## config.mk

```make
export PLATFORM = sky130hd
export DESIGN_NAME = imm_gen_stage
export DESIGN_NICKNAME = d
export VERILOG_FILES = /design/src/rtl/core_pkg.sv /design/src/rtl/imm_extract.sv /design/src/rtl/imm_gen_stage.sv
export SDC_FILE = /design/constraint.sdc
export NUM_CORES = 1
export LEC_CHECK = 0
export BUFFER_PORTS_ARGS = -buffer_cell sky130_fd_sc_hd__buf_4
export CAP_MARGIN = 20
export CORE_AREA = 2 2 126 128
export DETAILED_ROUTE_END_ITERATION = 7
export DIE_AREA = 0 0 128 130
export GPL_TIMING_DRIVEN = 0
export SYNTH_ARGS = -nofsm -noshare
export SYNTH_HDL_FRONTEND = slang
export SYNTH_SLANG_ARGS = --single-unit
```

## constraint.sdc

```tcl
create_clock -name clk -period 2.4 [get_ports clk]
set_input_delay 0.24 -clock clk [delete_from_list [all_inputs] [get_ports clk]]
set_output_delay 0.24 -clock clk [all_outputs]
set_load 0.005 [all_outputs]
```

## src/rtl/core_pkg.sv

```systemverilog
// Purpose : shared types and constants for the immediate-generation stage.
// Latency : n/a (package only).
// Backpressure: n/a (package only).
// Contents: imm_fmt_e immediate format enum, skid-buffer state enum,
//           RISC-V major opcodes used by the format decoder, width constants.
package core_pkg;

  localparam int ILEN_W   = 32;
  localparam int XLEN_DEF = 32;
  localparam int FMT_W    = 3;

  localparam logic [6:0] OPC_LOAD   = 7'b0000011;
  localparam logic [6:0] OPC_OP_IMM = 7'b0010011;
  localparam logic [6:0] OPC_AUIPC  = 7'b0010111;
  localparam logic [6:0] OPC_STORE  = 7'b0100011;
  localparam logic [6:0] OPC_LUI    = 7'b0110111;
  localparam logic [6:0] OPC_BRANCH = 7'b1100011;
  localparam logic [6:0] OPC_JALR   = 7'b1100111;
  localparam logic [6:0] OPC_JAL    = 7'b1101111;
  localparam logic [6:0] OPC_SYSTEM = 7'b1110011;

  typedef enum logic [FMT_W-1:0] {
    FMT_NONE  = 3'd0,
    FMT_I     = 3'd1,
    FMT_S     = 3'd2,
    FMT_B     = 3'd3,
    FMT_U     = 3'd4,
    FMT_J     = 3'd5,
    FMT_SHAMT = 3'd6,
    FMT_ZIMM  = 3'd7
  } imm_fmt_e;

  typedef enum logic [1:0] {
    ST_EMPTY = 2'd0,
    ST_ONE   = 2'd1,
    ST_TWO   = 2'd2
  } skid_state_e;

endpackage

```

## src/rtl/imm_extract.sv

```systemverilog
// Purpose : classify the immediate format of one instruction and extend it to XLEN.
// Latency : purely combinational.
// Backpressure: none; no handshake on this block.
// Ports   : insn_i (32b instruction) -> fmt_o (imm_fmt_e), imm_o (XLEN-wide immediate).
module imm_extract
  import core_pkg::*;
#(
  parameter int XLEN = 32
) (
  input  logic [31:0]      insn_i,
  output logic [FMT_W-1:0] fmt_o,
  output logic [XLEN-1:0]  imm_o
);

  logic [6:0]         opcode;
  logic [2:0]         funct3;
  imm_fmt_e           fmt;
  logic signed [11:0] imm_i12;
  logic signed [11:0] imm_s12;
  logic signed [12:0] imm_b13;
  logic signed [31:0] imm_u32;
  logic signed [20:0] imm_j21;

  assign opcode  = insn_i[6:0];
  assign funct3  = insn_i[14:12];

  assign imm_i12 = insn_i[31:20];
  assign imm_s12 = {insn_i[31:25], insn_i[11:7]};
  assign imm_b13 = {insn_i[31], insn_i[7], insn_i[30:25], insn_i[11:8], 1'b0};
  assign imm_u32 = {insn_i[31:12], 12'b0};
  assign imm_j21 = {insn_i[31], insn_i[19:12], insn_i[20], insn_i[30:21], 1'b0};

  always_comb begin
    fmt = FMT_NONE;
    unique case (opcode)
      // slli/srli/srai (funct3 001/101) carry a shift amount, not a signed immediate
      OPC_OP_IMM:          fmt = (funct3[1:0] == 2'b01) ? FMT_SHAMT : FMT_I;
      OPC_LOAD, OPC_JALR:  fmt = FMT_I;
      OPC_STORE:           fmt = FMT_S;
      OPC_BRANCH:          fmt = FMT_B;
      OPC_LUI, OPC_AUIPC:  fmt = FMT_U;
      OPC_JAL:             fmt = FMT_J;
      // only the CSR*I forms (funct3[2]=1) have a 5-bit zero-extended operand
      OPC_SYSTEM:          fmt = funct3[2] ? FMT_ZIMM : FMT_NONE;
      default:             fmt = FMT_NONE;
    endcase
  end

  always_comb begin
    imm_o = '0;
    unique case (fmt)
      FMT_I:     imm_o = XLEN'(imm_i12);
      FMT_S:     imm_o = XLEN'(imm_s12);
      FMT_B:     imm_o = XLEN'(imm_b13);
      FMT_U:     imm_o = XLEN'(imm_u32);
      FMT_J:     imm_o = XLEN'(imm_j21);
      // RV64 shifts use a 6-bit shamt; RV32 only 5 bits (bit 25 belongs to funct7)
      FMT_SHAMT: imm_o = (XLEN == 64) ? XLEN'(insn_i[25:20]) : XLEN'(insn_i[24:20]);
      FMT_ZIMM:  imm_o = XLEN'(insn_i[19:15]);
      default:   imm_o = '0;
    endcase
  end

  assign fmt_o = fmt;

endmodule

```

## src/rtl/imm_gen_stage.sv

```systemverilog
// Purpose : pipelined immediate generator between fetch and register-read/execute.
// Latency : one cycle from acceptance to valid_o when the buffer is empty.
// Backpressure: 2-entry skid buffer; ready_o drops only when both entries are full,
//           and depends on state flops only (no path from ready_i).
// Ports   : clk/reset (sync, active-high), flush_i; valid_i/ready_o/insn_i in;
//           valid_o/ready_i/insn_o/imm_o/fmt_o out, all outputs from flops.
module imm_gen_stage
  import core_pkg::*;
#(
  parameter int XLEN = XLEN_DEF,
  parameter int ILEN = ILEN_W
) (
  input  logic             clk,
  input  logic             reset,
  input  logic             flush_i,
  input  logic             valid_i,
  output logic             ready_o,
  input  logic [ILEN-1:0]  insn_i,
  output logic             valid_o,
  input  logic             ready_i,
  output logic [ILEN-1:0]  insn_o,
  output logic [XLEN-1:0]  imm_o,
  output logic [FMT_W-1:0] fmt_o
);

  // Entry computed on the input side; it is the next-state value for
  // whichever buffer slot the new instruction lands in.
  logic [FMT_W-1:0] ent_fmt_d;
  logic [XLEN-1:0]  ent_imm_d;

  skid_state_e      state_q;
  logic [ILEN-1:0]  head_insn_q;
  logic [XLEN-1:0]  head_imm_q;
  logic [FMT_W-1:0] head_fmt_q;
  logic [ILEN-1:0]  skid_insn_q;
  logic [XLEN-1:0]  skid_imm_q;
  logic [FMT_W-1:0] skid_fmt_q;

  logic acc;
  logic con;

  imm_extract #(
    .XLEN (XLEN)
  ) u_imm_extract (
    .insn_i (insn_i),
    .fmt_o  (ent_fmt_d),
    .imm_o  (ent_imm_d)
  );

  assign ready_o = (state_q != ST_TWO);
  assign valid_o = (state_q != ST_EMPTY);
  assign acc     = valid_i & ready_o & ~flush_i;
  assign con     = valid_o & ready_i;

  always_ff @(posedge clk) begin
    if (reset) begin
      state_q     <= ST_EMPTY;
      head_insn_q <= '0;
      head_imm_q  <= '0;
      head_fmt_q  <= FMT_NONE;
      skid_insn_q <= '0;
      skid_imm_q  <= '0;
      skid_fmt_q  <= FMT_NONE;
    end else if (flush_i) begin
      // Data flops keep stale contents; valid_o masks them.
      state_q <= ST_EMPTY;
    end else begin
      unique case (state_q)
        ST_EMPTY: begin
          if (acc) begin
            head_insn_q <= insn_i;
            head_imm_q  <= ent_imm_d;
            head_fmt_q  <= ent_fmt_d;
            state_q     <= ST_ONE;
          end
        end
        ST_ONE: begin
          if (acc && con) begin
            // head leaves and the new entry takes its place in the same cycle
            head_insn_q <= insn_i;
            head_imm_q  <= ent_imm_d;
            head_fmt_q  <= ent_fmt_d;
          end else if (acc) begin
            skid_insn_q <= insn_i;
            skid_imm_q  <= ent_imm_d;
            skid_fmt_q  <= ent_fmt_d;
            state_q     <= ST_TWO;
          end else if (con) begin
            state_q <= ST_EMPTY;
          end
        end
        ST_TWO: begin
          // ready_o is low here, so only a consume can happen
          if (con) begin
            head_insn_q <= skid_insn_q;
            head_imm_q  <= skid_imm_q;
            head_fmt_q  <= skid_fmt_q;
            state_q     <= ST_ONE;
          end
        end
        default: state_q <= ST_EMPTY;
      endcase
    end
  end

  assign insn_o = head_insn_q;
  assign imm_o  = head_imm_q;
  assign fmt_o  = head_fmt_q;

endmodule

```

==> run_results.csv <==
group,metric,value,unit
route,drt.antenna.violating_nets,0,
power_and_ir_drop,ir_worst_vdd,0.374,mV
route,drc_errors,0,
worst_setup_path,critical_path.endpoint_type,"output pin",
global_routing,first_pass_grt_wire_length,30.3,mm
route,drt_pass1_iterations,5,
floorplan,die_h,130,µm
sta,pin_slew_with_the_least_headroom_to_its_limit,0.973,ns
worst_setup_path,critical_path.startpoint,"state_q[1]$_SDFFE_PP0P_",
route,drt_first_iter_violations,480,
power_and_ir_drop,power.density,705,nW/µm²
synth,synthCells,759,
clock_network,tritoncts,"yes",
placement,gp_congestion,0.900,
placement,io_buffers,102,
layout,final_net_count,917,
route,routed_length_per_placed_instance,18.1,µm
synth,netlist_top_cells_area,"sky130_fd_sc_hd__dfxtp_1 46%, sky130_fd_sc_hd__nand2_1 11%, sky130_fd_sc_hd__a21oi_1 6.4%, sky130_fd_sc_hd__nor2_1 6.2%, sky130_fd_sc_hd__a211oi_1 4.4%",
global_routing,largest_net_degree_at_the_start_of_global_routing,17,
run_status,outcome,"finished clean",
floorplan,floorplan.die_area,16600,µm²
power_and_ir_drop,total_leakage_power,2.79,nW
clock_network,cts_hold_buffers,0,
sta,timing.setup.tns,0,ns
clock_network,clk_pin_slew_worst_paths,0.06,ns
sta,fin_ws,0.0726,ns
layout,share_of_layout_cells_above_drive_strength_1,18.4,%
floorplan,initial_core_util,38.6,%
route,vias_per_cell,5.57,
synth,synth_seq_cells,136,
sta,finalMaxSlewViolations,0,
sta,unrepaired_setup_endpoints_after_global_routing,"yes",
global_routing,grtUsageTotal,23.8,%
clock_network,tritoncts.num_buffers,17,
worst_setup_path,path_cells,"nor2b_1 > inv_1 > clkbuf_1 > clkbuf_2 > buf_4",
worst_setup_path,cp_num_cells,5,
floorplan,core-area,15400,µm²
global_routing,antenna_violations_before_repair,0,
synth,syn_area_per_cell,7.85,µm²
layout,layout_filler_cell_count,1602,
worst_setup_path,timing.rr.end,"imm_o[23]$_SDFFE_PP0P_",
power_and_ir_drop,switching_share,24.6,%
clock_network,cts.root.buffer_cell,"sky130_fd_sc_hd__clkbuf_16",
worst_setup_path,crit_type,"flop to output pin",
placement,detailed_place_hpwl,13.9,mm
global_routing,grt_overflow,0,
global_routing,number_of_global_route_vias_before_repair,5574,
worst_setup_path,critical-path-top-delay-family,"buffers and inverters",
worst_setup_path,timing.critical_path.slowest_stage_cell,"sky130_fd_sc_hd__dfxtp_1",
worst_setup_path,worst-r2r-setup-slack,0.10,ns
flow_run,maxCapViolCount,0,
clock_network,cts_max_path_buffers,2,
sta,final_hold_viol_count,0,
floorplan,placement_rows,46,
power_and_ir_drop,seq_power_share,44.5,%
floorplan,ioPinCount,106,
clock_network,clock_latency,0.43,ns
synth,synth.lib_cells_used.distinct,48,
synth,mappedNetlistArea,5950,µm²
worst_setup_path,crit_end,"ready_o",
worst_setup_path,worst_r2r_path_depth,6,
placement,dpl_worst_slack,-0.0511,ns
power_and_ir_drop,power.combinational.fraction,9.5,%
sta,min_period,2.33,ns
worst_setup_path,startpoint_type,"flop",
power_and_ir_drop,power.share.clock,46.0,%
sta,setup_skew,0.00546,ns
worst_setup_path,critical-path-max-stage-delay,0.40,ns
sta,timing.fmax,430,MHz
clock_network,clock-sinks,136,
synth,ys_warn_count,0,
layout,syn_to_final_growth,26.2,%
route,detailroute.via_count,6048,
worst_setup_path,worstPathMaxFanout,10,
clock_network,cts_htree_levels,4,
route,postRouteWirelength,19.6,mm
sta,worst_slew_margin_relative_to_its_limit,34.6,%
worst_hold_path,holdCritPathClass,"input port to flop",
synth,netlist.area_leader.share,45.7,%
layout,utilization,48.7,%
floorplan,floorplan.die.width,128,µm
layout,antennaDiodeCount,0,
worst_setup_path,crit_arrival,2.09,ns
synth,synth_sequential_area_ratio,45.7,%
worst_setup_path,critPathBufInv,4,
worst_setup_path,critical_path_required,2.16,ns
synth,mappedNetlistNets,796,
power_and_ir_drop,internal_power,3.99,mW
sta,finalSetupViolations,0,
worst_setup_path,worst_r2r_startpoint,"state_q[1]$_SDFFE_PP0P_",
power_and_ir_drop,power.switching,1.31,mW
sta,timing.final.crit_share,97.0,%
synth,synth_largest_area_cell,"sky130_fd_sc_hd__dfxtp_1",
-- what timing repair did --
action,CTS,global route
hold endpoints to repair,0,0
gates resized for setup,3,5
setup buffers,0,0
setup endpoints to repair,13,41
-- metrics by stage --
stage | cell area [µm²] | total power [mW] | hold slack [ns] | std cells
2_1_floorplan | 5950 | 2.65 | 0.376 | 759
3_3_place_gp | 6960 | 2.90 | 0.441 | 1053
3_5_place_dp | 6960 | 2.90 | 0.447 | 1053
4_1_cts | 7510 | 5.32 | 0.0698 | 1085
5_1_grt | 7510 | 5.47 | 0.0902 | 1085
6_report | 7510 | 5.30 | 0.0793 | 1085
-- cells by family (layout without fill, tap and decap cells) --
kind of cell / Yosys count / in the layout / share of synthesized area, %
multiplexers: 1 / 1 / 0.168
buffers and inverters: 74 / 208 / 5.23
AO/OA/AOI/OAI: 213 / 213 / 24.9
flip-flops: 136 / 136 / 45.7
AND/OR/NAND/NOR: 335 / 335 / 24.0
-- layout make-up --
cell class | count | area, µm² | area share, %
buffer | 69 | 300 | 4.00
clock buffer | 23 | 468 | 6.23
clock inverter | 9 | 75.1 | 0.999
inverter | 5 | 18.8 | 0.250
multi-input combinational | 549 | 2920 | 38.9
sequential | 136 | 2720 | 36.2
tap | 192 | 240 | 3.20
timing repair buffer | 102 | 766 | 10.2
-- sequential cells by signal (all words and copies together) (netlist names) --
register	count
insn_o	32
skid_imm_q	32
fmt_o	3
imm_o	32
state_q	2
skid_insn_q	32
skid_fmt_q	3
-- power groups by stage --
stage / registers [mW] / clock network (mW) / logic (mW)
after global routing: 2.37 / 2.56 / 0.546
final: 2.36 / 2.44 / 0.501
after global placement: 2.41 / 0 / 0.497
after detailed placement: 2.41 / 0 / 0.497
after CTS: 2.36 / 2.46 / 0.499
after floorplan: 2.41 / 0 / 0.246
-- cell usage in the layout, fill, tap and decap left out, types with 3 or more instances in the layout --
cell type,n
sky130_fd_sc_hd__nand2_1,168
sky130_fd_sc_hd__buf_2,9
sky130_fd_sc_hd__a211oi_1,35
sky130_fd_sc_hd__a22o_1,6
sky130_fd_sc_hd__a22oi_1,9
sky130_fd_sc_hd__dfxtp_1,136
sky130_fd_sc_hd__a21o_1,3
sky130_fd_sc_hd__nor2b_1,5
sky130_fd_sc_hd__clkinv_2,6
sky130_fd_sc_hd__nor3_1,17
sky130_fd_sc_hd__a21oi_1,76
sky130_fd_sc_hd__a221oi_1,9
sky130_fd_sc_hd__buf_4,106
sky130_fd_sc_hd__nor4_2,3
sky130_fd_sc_hd__a311oi_1,29
sky130_fd_sc_hd__nand3_1,17
sky130_fd_sc_hd__a221o_1,8
sky130_fd_sc_hd__clkbuf_1,49
sky130_fd_sc_hd__nor2_1,97
sky130_fd_sc_hd__a31oi_1,12
sky130_fd_sc_hd__or3_1,4
sky130_fd_sc_hd__and2_1,7
sky130_fd_sc_hd__buf_1,4
sky130_fd_sc_hd__clkbuf_16,17
sky130_fd_sc_hd__clkbuf_2,6
sky130_fd_sc_hd__inv_1,5
sky130_fd_sc_hd__o22ai_1,3
sky130_fd_sc_hd__and3_1,3
sky130_fd_sc_hd__o21ai_0,10
-- cell usage after synthesis (all sizes together) --
library cell,count
and3b,2
inv,5
nand2b,2
o21ba,1
nand4b,2
nor2b,5
or3b,1
or3,4
a22o,6
and3,3
nor4,3
a221oi,9
or2,2
o31ai,1
o21bai,2
nand2,168
o21a,1
and2,8
a21oi,76
buf,21
a311oi,29
o21ai,11
a211oi,37
nand3,17
nor3,17
dfxtp,136
a221o,8
nand3b,2
nor2,98
a222oi,1
a22oi,10
a21boi,1
a21bo,1
a21o,3
and4bb,1
o22ai,3
a31oi,12
clkbuf,48
mux2i,1
o22a,1
-- worst min-delay path by stage --
stage,start,end,cells past startpoint
final,insn_i[3],skid_insn_q[3]$_SDFFE_PP0P_,3
after global routing,insn_i[27],imm_o[27]$_SDFFE_PP0P_,2
after CTS,insn_i[3],skid_insn_q[3]$_SDFFE_PP0P_,3
after detailed placement,skid_insn_q[20]$_SDFFE_PP0P_,skid_insn_q[20]$_SDFFE_PP0P_,2
after global placement,skid_imm_q[6]$_SDFFE_PP0P_,skid_imm_q[6]$_SDFFE_PP0P_,2
after floorplan,insn_i[0],skid_insn_q[0]$_SDFFE_PP0P_,2
-- routing by layer --
| layer | global-route usage (%) | part of all wire (%) | vias up |
|---|---|---|---|
| li1 | - | - | 2921 |
| met1 | 31.1 | 45 | 2879 |
| met2 | 38.3 | 46 | 205 |
| met3 | 4.80 | 5.6 | 43 |
| met4 | 10.9 | 3.2 | 0 |
| met5 | 0 | 0 | - |
-- tightest hold or removal path, delay by kind of cell --
family / cells / cell delay (ns)
buf+inv: 1 / 0.12
simple gates: 1 / 0.05
compound gates: 1 / 0.05
Note: power is estimated with default switching activity, not from simulation.
